`src/rtl/dcache_ctrl.sv`:
```
// Direct-mapped, write-through, no-write-allocate data cache controller.
// Each line holds one 32-bit word. Addresses at or above MMIO_BASE bypass the cache.
`timescale 1ns/1ps

module dcache_ctrl #(
  parameter int          LINES     = 16,
  parameter logic [31:0] MMIO_BASE = 32'hFFFF_F000
) (
  input  logic        clk,
  input  logic        rst,
  input  logic        cpu_req,
  input  logic        cpu_we,
  input  logic [31:0] cpu_addr,
  input  logic [31:0] cpu_wdata,
  output logic [31:0] cpu_rdata,
  output logic        dstall,
  output logic        mem_req,
  output logic        mem_we,
  output logic [31:0] mem_addr,
  output logic [31:0] mem_wdata,
  input  logic [31:0] mem_rdata,
  input  logic        mem_ack,
  output logic [15:0] hit_cnt,
  output logic [15:0] miss_cnt
);

  localparam int IDX_W = $clog2(LINES);
  localparam int TAG_W = 30 - IDX_W;

  typedef enum logic [1:0] {IDLE, FILL, WRITE, RESP} state_t;

  state_t state, state_nxt;

  // Line storage: only the valid bits are reset; they alone gate hits.
  logic [LINES-1:0] valid;
  logic [TAG_W-1:0] tag_mem  [LINES];
  logic [31:0]      data_mem [LINES];

  // Transaction captured when leaving IDLE, so the memory request stays
  // stable even if the CPU inputs change.
  logic [29:0] lat_word;
  logic [31:0] lat_wdata;
  logic        lat_cacheable;
  logic [31:0] resp_data;

  logic [IDX_W-1:0] cpu_idx;
  logic [TAG_W-1:0] cpu_tag;
  logic [IDX_W-1:0] lat_idx;
  logic [TAG_W-1:0] lat_tag;
  logic             cpu_cacheable;
  logic             cpu_hit;
  logic             lat_tag_hit;
  logic             start_txn;
  logic             count_hit;
  logic             count_miss;
  logic             unused_addr_bits;

  assign cpu_idx          = cpu_addr[2+IDX_W-1:2];
  assign cpu_tag          = cpu_addr[31:2+IDX_W];
  assign lat_idx          = lat_word[IDX_W-1:0];
  assign lat_tag          = lat_word[29:IDX_W];
  assign cpu_cacheable    = (cpu_addr < MMIO_BASE);
  assign cpu_hit          = cpu_cacheable && valid[cpu_idx] && (tag_mem[cpu_idx] == cpu_tag);
  assign lat_tag_hit      = valid[lat_idx] && (tag_mem[lat_idx] == lat_tag);
  assign mem_addr         = {lat_word, 2'b00};
  assign mem_wdata        = lat_wdata;
  assign unused_addr_bits = ^cpu_addr[1:0];

  // Next-state and output decode; stalls and memory requests follow the state.
  always_comb begin
    state_nxt  = state;
    dstall     = 1'b0;
    mem_req    = 1'b0;
    mem_we     = 1'b0;
    cpu_rdata  = 32'h0;
    start_txn  = 1'b0;
    count_hit  = 1'b0;
    count_miss = 1'b0;
    case (state)
      IDLE: begin
        if (cpu_req) begin
          if (cpu_we) begin
            dstall    = 1'b1;
            start_txn = 1'b1;
            state_nxt = WRITE;
          end else if (cpu_hit) begin
            cpu_rdata = data_mem[cpu_idx];
            count_hit = 1'b1;
          end else begin
            dstall     = 1'b1;
            start_txn  = 1'b1;
            count_miss = cpu_cacheable;
            state_nxt  = FILL;
          end
        end
      end
      FILL: begin
        dstall  = 1'b1;
        mem_req = 1'b1;
        if (mem_ack) state_nxt = RESP;
      end
      WRITE: begin
        dstall  = 1'b1;
        mem_req = 1'b1;
        mem_we  = 1'b1;
        if (mem_ack) state_nxt = RESP;
      end
      RESP: begin
        cpu_rdata = resp_data;
        state_nxt = IDLE;
      end
      default: state_nxt = IDLE;
    endcase
  end

  // State register; reset abandons any outstanding memory transaction.
  always_ff @(posedge clk or negedge rst) begin
    if (!rst) state <= IDLE;
    else      state <= state_nxt;
  end

  // Capture the request on entry to FILL/WRITE and the fill data on acknowledge.
  always_ff @(posedge clk or negedge rst) begin
    if (!rst) begin
      lat_word      <= 30'h0;
      lat_wdata     <= 32'h0;
      lat_cacheable <= 1'b0;
      resp_data     <= 32'h0;
    end else begin
      if (start_txn) begin
        lat_word      <= cpu_addr[31:2];
        lat_wdata     <= cpu_wdata;
        lat_cacheable <= cpu_cacheable;
      end
      if (state == FILL && mem_ack) resp_data <= mem_rdata;
    end
  end

  // Valid bits: set by a cacheable fill, cleared only by reset.
  always_ff @(posedge clk or negedge rst) begin
    if (!rst) valid <= '0;
    else if (state == FILL && mem_ack && lat_cacheable) valid[lat_idx] <= 1'b1;
  end

  // Tag/data arrays: filled on load miss, patched on a store that hits (write-through).
  always_ff @(posedge clk) begin
    if (state == FILL && mem_ack && lat_cacheable) begin
      tag_mem[lat_idx]  <= lat_tag;
      data_mem[lat_idx] <= mem_rdata;
    end else if (state == WRITE && mem_ack && lat_cacheable && lat_tag_hit) begin
      data_mem[lat_idx] <= lat_wdata;
    end
  end

  // Saturating hit/miss performance counters.
  always_ff @(posedge clk or negedge rst) begin
    if (!rst) begin
      hit_cnt  <= 16'h0;
      miss_cnt <= 16'h0;
    end else begin
      if (count_hit && hit_cnt != 16'hFFFF)   hit_cnt  <= hit_cnt + 16'd1;
      if (count_miss && miss_cnt != 16'hFFFF) miss_cnt <= miss_cnt + 16'd1;
    end
  end

endmodule

```
`config.mk`:
```
export PLATFORM = sky130hd
export DESIGN_NAME = dcache_ctrl
export DESIGN_NICKNAME = d
export VERILOG_FILES = /design/src/rtl/dcache_ctrl.sv
export SDC_FILE = /design/constraint.sdc
export NUM_CORES = 1
export LEC_CHECK = 0
export CAP_MARGIN = 5
export CORE_AREA = 2 2 325 295
export CTS_BUF_LIST = sky130_fd_sc_hd__clkbuf_4
export DETAILED_ROUTE_END_ITERATION = 12
export DIE_AREA = 0 0 327 297
export GPL_ROUTABILITY_DRIVEN = 0
export PLACE_DENSITY_LB_ADDON = 0.3
export SLEW_MARGIN = 20
export SYNTH_ARGS = -nofsm -noshare
export SYNTH_HDL_FRONTEND = slang
export SYNTH_SLANG_ARGS = --single-unit
```
`constraint.sdc`:
```
create_clock -name clk -period 10.3 [get_ports clk]
set_input_delay 2.06 -clock clk [delete_from_list [all_inputs] [get_ports clk]]
set_output_delay 2.06 -clock clk [all_outputs]
set_load 0.02 [all_outputs]
```
==> results of run 1 <==
## layout by cell type (no fill, tap or decap), drive strengths merged, types with 9 or more instances in the layout
cell type	count
a21oi	10
a22o	10
a22oi	17
a32oi	34
and2	9
and3	25
buf	64
clkbuf	400
clkdlybuf4s50	222
clkinv	81
dfrtp	145
edfxtp	928
inv	20
mux2	132
mux2i	89
mux4	373
nand2	34
nand2b	9
nand3	28
nand4	22
nor2	81
nor2b	15
nor3	23
nor4	19
or2	19
xnor2	49
xor2	38
## worst paths after layout
check	start	to	slack, ns	cells after the start
setup / recovery	cpu_addr[4]	cpu_rdata[20]	1.23	12
hold / removal	miss_cnt[7]	miss_cnt[7]	0.49	1
setup reg to reg	lat_word[0]	data_mem[5][2]	4.91	10
hold reg to reg	miss_cnt[7]	miss_cnt[7]	0.49	1
max in group asynchronous	rst	lat_word[0]	7.55	2
min in group asynchronous	rst	hit_cnt[14]	1.10	1
## cells by family after synthesis
family	count (synthesis)	share of synthesized area (%)
compound gates	114	1.94
xor+xnor	87	1.64
fa+ha+maj	7	0.188
buf+inv	165	1.75
flops	1073	67.6
mux	594	23.2
other cells	1	0.00805
simple gates	314	3.69
## layout make-up
| cell class | count | area share [%] |
|---|---|---|
| flip-flops and latches | 1073 | 58.5 |
| clock buffers | 400 | 5.58 |
| repair buffers | 286 | 5.15 |
| well taps | 1253 | 2.91 |
| clock inverters | 91 | 0.860 |
| inverters | 14 | 0.100 |
| multi-input cells | 1118 | 26.8 |
| diodes | 1 | 0.00465 |
## registers in the layout (all words and copies together), names as in the netlist
name           flops
hit_cnt           16
data_mem         512
resp_data         32
mem_wdata         32
tag_mem          416
state              2
lat_word          30
lat_cacheable      1
valid             16
miss_cnt          16
## metrics by stage
step	hold WS, ns	cell area [sq um]	setup WS (ns)	total power [uW]	utilization [%]
6_report	0.487	53800	1.23	12400	57.3
5_1_grt	0.507	53800	0.978	12900	57.3
4_1_cts	0.492	53800	1.27	12500	57.3
3_5_place_dp	0.478	50300	1.32	8880	53.6
3_3_place_gp	0.467	50300	1.31	8780	53.6
2_1_floorplan	0.452	46600	3.10	7680	-
## metal layers
metal  vias up  part of all wire, %  GRT usage, %  routed length (um)
met5         -                    0             0                   0
met4         0                  2.0          7.95                2400
met3       174                  9.3          5.97               11400
met2      1424                   49          40.5               60300
met1     14100                   39          34.4               48000
li1      10900                    -             -                   -
## worst max-delay path, delay by kind of cell
| family | cells | cell delay [ns] |
|---|---|---|
| and+or+nand+nor | 6 | 2.37 |
| AOI/OAI and AO/OA | 3 | 0.67 |
| buffers and inverters | 3 | 1.81 |
## power groups by stage
| stage | Sequential [uW] | Combinational, uW | Clock (uW) |
|---|---|---|---|
| after global routing | 5900 | 3120 | 3910 |
| after detailed placement | 5960 | 2920 | 0 |
| after CTS | 5870 | 2930 | 3670 |
| after floorplan | 5850 | 1830 | 0 |
| final | 5840 | 2970 | 3590 |
| after global placement | 5910 | 2870 | 0 |
==> reports/metrics.yaml, run 1 <==
postCtsHoldBufs: 0
portBuffers: 227
cts_buffers: 290
start_util_pct: 49.6
cts_tree: "yes"
worstPathRequired_ns: 8.24
cpPeakStageDelay_ns: 0.79
crit_path_max_fanout: 80
clk_root_buffer_cell: "clkbuf_4"
core_sq_um: 93800
postSynth.asyncResetShare_pct: 13.5
ys_seq_area_share_pct: 67.6
ioPinCount: 232
ys_types: 71
synthFlopType: "edfxtp_1"
cts-resized-gates: 0
h-tree-depth: 5
row_count: 107
setup_viol: 0
grt_max_degree: 96
clkPwrFrac_pct: 29.0
syn2layout_area_growth_pct: 15.5
synth_common_cells: "edfxtp_1 (928), mux4_2 (369), dfrtp_1 (145)"
hold_path.class: "reg -> reg"
yosysTopAreaCellShare_pct: 59.8
vias_per_cell: 6.28
fin_crit_sh_pct: 88.0
routedWlPerCell_um: 28.8
insertion_delay_ns: 1.12
cts.sinks: 1073
crit_type: "in -> out"
drtIter0Drc: 3133
antenna_found_initial: 3
die_area_sq_um: 97100
drive_gt1_share_pct: 35.5
synth-edff-count: 928
seqPwrFrac_pct: 47.1
synth_seq_cells: 1073
cp_data_arrival_time_ns: 7.01
hpwl_um: 69500
slew_headroom_pct: 25.9
yosys_warnings: 0
placed_cells: 3743
fp.dieW_um: 327
combinationalPowerShare_pct: 24.0
tns_ns: 0
syn_area_sq_um: 46600
pwr_density_cell_nw_per_um2: 230
switching_power_uw: 3730
yosys.area.top_type: "edfxtp_1"
syn_inst: 2355
syn_area_per_cell_sq_um: 19.8
multi_input_area_sq_um: 14400
cp-end-kind: "primary output"
fin_crit_ns: 9.07
start_kind: "input port"
grt_pass1_vias: 27600
nNetsFinal: 2891
drt-pass1-iter-count: 5
report.final.slew_viol_count: 0
drt_wl_total_um: 122000
netlist_top_cells_area: "edfxtp_1 (60%), mux4_2 (18%), dfrtp_1 (7.8%), mux2_2 (3.2%), mux2i_1 (1.9%)"
dieHeight_um: 297
clockBufferDepth: 4
fin_skew_ns: 0.103
status: "complete, no violations"
leakage_uw: 0.0182
grt_pass1_wl_um: 179000
hold_viol: 0
ant_nets: 0
grt_setup_unrepaired: "no"
slowest_stage: "nor2b_1"
sw_frac_of_total_pct: 30.0
tightest_slew_ns: 1.10
cts_setup_buffers: 0
crit_chain: "buf_8, nor2b_1, a22o_1, nor3_1, nor4b_1, o2111ai_1, or4_1, nor3_2, buf_4, a32oi_1, nor2_1, clkdlybuf4s50_1"
num_vias: 26600
fillCellCount: 6949
final-seq-area_sq_um: 31500
clk_pin_slew_worst_paths_ns: 0.06
stdcell_count: 4236
drc_errors: 0
ir_worst_vdd_uv: 130
max_freq_mhz: 110
synth_most_common_cell: "edfxtp_1"
grt_usage_pct: 25.2
intPower_uw: 8680
overflow: 0
cap_violations: 0
No activity file was read; power rests on OpenSTA's default activity.
==> inputs of run 2 (changes only) <==
CAP_MARGIN = not set   (was 5)
CORE_AREA = 2 2 363 329   (was 2 2 325 295)
DIE_AREA = 0 0 365 331   (was 0 0 327 297)
==> reports/metrics.yaml, run 2 (same netlist as run 1, synthesis figures left out) <==
report.final.slew_viol_count: 0  # unchanged
grt_usage_pct: 21.1  # -4.1 points
drt_wl_total_um: 127000  # +4.2%
grt_pass1_wl_um: 185000  # +3.3%
grt_max_degree: 81  # -16%
drc_errors: 0  # unchanged
overflow: 0  # unchanged
grt_pass1_vias: 27800  # +0.85%
cts.sinks: 1073  # unchanged
clk_root_buffer_cell: "clkbuf_4"
ioPinCount: 232  # unchanged
cts-resized-gates: 0  # unchanged
start_util_pct: 39.9  # -9.7 points
cap_violations: 0  # unchanged
nNetsFinal: 2905  # +0.48%
drt-pass1-iter-count: 5  # unchanged
cp_data_arrival_time_ns: 7.01  # about the same
cp-end-kind: "primary output"
hold_slack_ns: 0.486  # -0.000232 ns
tightest_slew_ns: 1.07  # -0.0313 ns
hold_viol: 0  # unchanged
clockBufferDepth: 4  # unchanged
regMostFlops: "data_mem"
die_area_sq_um: 121000  # +24%
insertion_delay_ns: 1.17  # +0.05 ns
cts_buffers: 303  # +4.5%
clk_pin_slew_worst_paths_ns: 0.04  # -0.02 ns
core_sq_um: 117000  # +24%
fin_crit_ns: 9.07  # +0.00441 ns
cts_tree: "yes"
drive_gt1_share_pct: 36.8  # +1.3 points
status: "complete, no violations"
largest_reg_flops: 512  # unchanged
setup_viol: 0  # unchanged
fin_skew_ns: 0.152  # +0.0491 ns
hpwl_um: 73300  # +5.5%
crit_type: "in -> out"
routedWlPerCell_um: 27.8  # -3.5%
tns_ns: 0  # unchanged
syn2layout_area_growth_pct: 16.9
fin_crit_sh_pct: 88.1  # about the same
antenna_found_initial: 5  # +2
worstPathRequired_ns: 8.24  # about the same
num_vias: 26400  # -0.63%
h-tree-depth: 5  # unchanged
fp.dieW_um: 365  # +12%
row_count: 119  # +11%
ant_nets: 0  # unchanged
drtIter0Drc: 2743  # -12%
max_freq_mhz: 110  # about the same
grt_setup_unrepaired: "no"
vias_per_cell: 5.78  # -8.0%
dieHeight_um: 331  # +11%
mostFrequentLayoutCells: "edfxtp_1 (928), clkbuf_4 (452), mux4_2 (369)"
crit_path_max_fanout: 52  # -35%
ir_worst_vdd_uv: 144  # +11%
leakage_uw: 0.0184  # +0.83%
postCtsHoldBufs: 0  # unchanged
slew_headroom_pct: 28.6  # +2.7 points
reg_top3: "data_mem (512), tag_mem (416)"
start_kind: "input port"
fillCellCount: 9931  # +43%
portBuffers: 227  # unchanged
final_common_cell: "edfxtp_1"
pwr_density_cell_nw_per_um2: 233  # +0.95%
cts_setup_buffers: 0  # unchanged
hold_path.class: "reg -> reg"
-- run 2: report_power, final --
part	leakage, uW	switching, uW	internal, uW	total (uW)
Combinational	0.00600	1490	1450	2940
Clock	0.00223	1730	2090	3810
Sequential	0.0101	585	5330	5920
-- run 2: cell type report --
class                      instances  area [sq um]  share of cell area [%]
antenna                            4          10.0                  0.0184
clock buffer                     452          3390                    6.23
clock inverter                    53           312                   0.572
inverter                          14          53.8                  0.0988
multi-input combinational       1118         14400                    26.5
sequential                      1073         31500                    57.9
tap                             1573          1970                    3.61
timing repair buffer             287          2760                    5.07
-- run 2: through the flow --
step / worst slack, ns / instance area (sq um) / power (uW) / utilization [%] / cells
6_report: 1.23 / 54500 / 12700 / 46.6 / 4574
2_1_floorplan: 3.10 / 46600 / 7680 / - / 2356
4_1_cts: 1.20 / 54400 / 12800 / 46.6 / 4569
3_5_place_dp: 1.23 / 50700 / 8940 / 43.4 / 4064
5_1_grt: 0.938 / 54500 / 13200 / 46.6 / 4574
3_3_place_gp: 1.26 / 50700 / 8850 / 43.4 / 4064
-- run 2: critical path: stages --
cell and delay (ns):
buf_6 0.50, buf_4 0.50, mux4_2 0.55, mux2i_1 0.19, xnor2_1 0.09, nor3_1 0.29
buf_4 0.21, o2111ai_1 0.11, or4_1 0.58, nor3_2 0.23, buf_4 0.54, a32oi_1 0.22
nor2_1 0.19, clkdlybuf4s50_1 0.63
-- run 2: worst paths after layout --
kind                             startpoint        endpoint  slack [ns]  cells past startpoint
worst max-delay path            cpu_addr[3]    cpu_rdata[1]        1.23                     14
worst min-delay path            miss_cnt[8]     miss_cnt[8]        0.49                      1
worst max register to register  lat_word[1]  data_mem[5][9]        4.41                     10
worst min register to register  miss_cnt[8]     miss_cnt[8]        0.49                      1
max in group asynchronous               rst        state[1]        7.66                      2
min in group asynchronous               rst    lat_word[16]        1.00                      1
-- run 2: layer usage --
metal  vias up  wire length (um)  GRT usage [%]
met3       279             10600           4.98
li1      10900                 -              -
met1     13900             49600           27.2
met2      1316             63300           34.9
met4         4              3610           8.17
met5         -                20              0
==> inputs of run 3 (changes only) <==
CORE_AREA = 5 5 366 332   (was 2 2 363 329)
DIE_AREA = 0 0 371 337   (was 0 0 365 331)
==> reports/metrics.yaml, run 3 (same netlist as run 1, synthesis figures left out) <==
cap_violations: 0  # unchanged
reg_top3: "data_mem (512), tag_mem (416)"
combinationalPowerShare_pct: 23.3  # about the same
drt_wl_total_um: 128000  # +0.40%
fin_crit_sh_pct: 86.6  # -1.5 points
slew_headroom_pct: 29.5  # +0.93 points
clkPwrFrac_pct: 30.2  # about the same
intPower_uw: 8870  # about the same
pwr_density_cell_nw_per_um2: 232  # -0.11%
timing.critical_path.to: "cpu_rdata[23]"
crit_type: "in -> out"
cp_data_arrival_time_ns: 6.86  # -0.15 ns
final_common_cell: "edfxtp_1"
clk_pin_slew_worst_paths_ns: 0.06  # +0.02 ns
vias_per_cell: 5.72  # -0.99%
drc_errors: 0  # unchanged
tns_ns: 0  # unchanged
crit_chain: "buf_4, buf_4, mux2i_1, a22o_1, a221oi_1, xor2_1, o41ai_1, nand4_1, nor3_2, buf_12, a32oi_1, nor2_1, clkdlybuf4s50_1"
h-tree-depth: 5  # unchanged
portBuffers: 227  # unchanged
ioPinCount: 232  # unchanged
hpwl_um: 72600  # -0.91%
crit_path_max_fanout: 49  # -5.8%
start_util_pct: 39.6  # -0.33 points
hold_viol: 0  # unchanged
syn2layout_area_growth_pct: 17.2
cpPeakStageDelay_ns: 0.79  # +0.16 ns
start_kind: "input port"
clockBufferDepth: 4  # unchanged
mostFrequentLayoutCells: "edfxtp_1 (928), clkbuf_4 (450), mux4_2 (369)"
routedWlPerCell_um: 27.7  # -0.38%
clk_root_buffer_cell: "clkbuf_4"
crit_top_cell: "buf_4"
hold_slack_ns: 0.491  # +0.00478 ns
grt_setup_unrepaired: "no"
ir_worst_vdd_uv: 150  # +4.3%
row_count: 120  # +0.84%
cts-resized-gates: 0  # unchanged
report.final.slew_viol_count: 0  # unchanged
grt_usage_pct: 20.4  # -0.73 points
switching_power_uw: 3820  # +0.41%
status: "complete, no violations"
insertion_delay_ns: 1.19  # +0.02 ns
tightest_slew_ns: 1.05  # -0.0236 ns
ant_nets: 0  # unchanged
fillCellCount: 9956  # +0.25%
cts_tree: "yes"
cts_buffers: 308  # +1.7%
drt-pass1-iter-count: 5  # unchanged
fp.dieW_um: 371  # +1.6%
setup_viol: 0  # unchanged
regMostFlops: "data_mem"
seqPwrFrac_pct: 46.5  # -0.2 points
r2r_setup_slack_ns: 4.40  # about the same
fin_skew_ns: 0.133  # -0.0191 ns
worstPathRequired_ns: 8.24  # about the same
placed_cell_area_sq_um: 50800  # +0.11%
final_area_sq_um: 54600  # +0.24%
hold_path.class: "reg -> reg"
antenna_found_initial: 6  # +1
grt_max_degree: 137  # +69%
core_sq_um: 118000  # +0.84%
grt_pass1_vias: 27500  # -1.2%
nNetsFinal: 2906  # +0.034%
cp-end-kind: "primary output"
cts.sinks: 1073  # unchanged
postCtsHoldBufs: 0  # unchanged
cts_setup_buffers: 0  # unchanged
num_vias: 26400  # -0.22%
crit_start: "cpu_addr[5]"
largest_reg_flops: 512  # unchanged
die_area_sq_um: 125000  # +3.5%
grt_pass1_wl_um: 186000  # +0.93%
worstReg2RegEnd: "data_mem[4][9]"
overflow: 0  # unchanged
max_freq_mhz: 112  # +1.7%
leakage_uw: 0.0184  # +0.14%
drtIter0Drc: 2502  # -8.8%
drive_gt1_share_pct: 36.6  # -0.18 points
dieHeight_um: 337  # +1.8%
regToRegStartpoint: "lat_word[0]"
r2r_cells: 9  # -1
sw_frac_of_total_pct: 30.1  # +0.085 points
slowest_stage: "o41ai_1"
fin_crit_ns: 8.92  # -0.155 ns
[run 3: cell types whose count changed in the layout (fill, tap and decap cells not counted), moves of 2 or more]
cell / before / now
clkinv_1: 40 / 61
clkinv_2: 4 / 9
diode_2: 4 / 7
clkbuf_4: 452 / 450
buf_4: 58 / 52
buf_12: 0 / 4
inv_2: 5 / 3
[run 3: routing by layer]
metal	vias to the layer above	global-route usage, %	part of all wire, %
met2	1294	32.7	49
met1	13900	27.9	40
met5	-	0	0.010
li1	10900	-	-
met3	232	4.34	8.4
met4	2	7.19	2.6
[run 3: worst min-delay path by stage]
stage                      from           to  depth (start not counted)
floorplan             valid[13]    valid[13]                          1
global placement      valid[14]    valid[14]                          1
detailed placement     valid[9]     valid[9]                          1
CTS                 miss_cnt[8]  miss_cnt[8]                          1
global route        miss_cnt[8]  miss_cnt[8]                          1
finish              miss_cnt[8]  miss_cnt[8]                          1
[run 3: critical path, delay by kind of cell]
family / cells / cell delay [ns]
AO/OA/AOI/OAI: 4 / 1.47
multiplexers: 1 / 0.16
XOR/XNOR: 1 / 0.17
AND/OR/NAND/NOR: 3 / 0.90
buffers and inverters: 4 / 2.03
[run 3: power groups by stage]
stage | clock network [uW] | registers (uW) | logic [uW]
2_1_floorplan | 0 | 5850 | 1830
3_3_place_gp | 0 | 5940 | 2940
3_5_place_dp | 0 | 6000 | 2970
4_1_cts | 3950 | 5900 | 2980
5_1_grt | 4190 | 5970 | 3120
6_report | 3830 | 5900 | 2960
[run 3: layout make-up]
cell class	count	area, sq um	area share, %
Sequential cell	1073	31500	57.7
Timing Repair Buffer	283	2760	5.05
Inverter	14	53.8	0.0986
Clock buffer	450	3380	6.19
Clock inverter	79	424	0.777
Antenna cell	7	17.5	0.0321
Tap cell	1586	1980	3.64
Multi-Input combinational cell	1118	14500	26.5
[run 3: per-stage QoR]
| step | setup slack [ns] | utilization, % | std cells | power [uW] |
|---|---|---|---|---|
| detailed placement | 1.48 | 43.1 | 4074 | 8970 |
| finish | 1.38 | 46.4 | 4610 | 12700 |
| floorplan | 3.10 | - | 2356 | 7680 |
| CTS | 1.45 | 46.4 | 4603 | 12800 |
| global placement | 1.40 | 43.1 | 4074 | 8880 |
| global route | 1.15 | 46.4 | 4608 | 13300 |
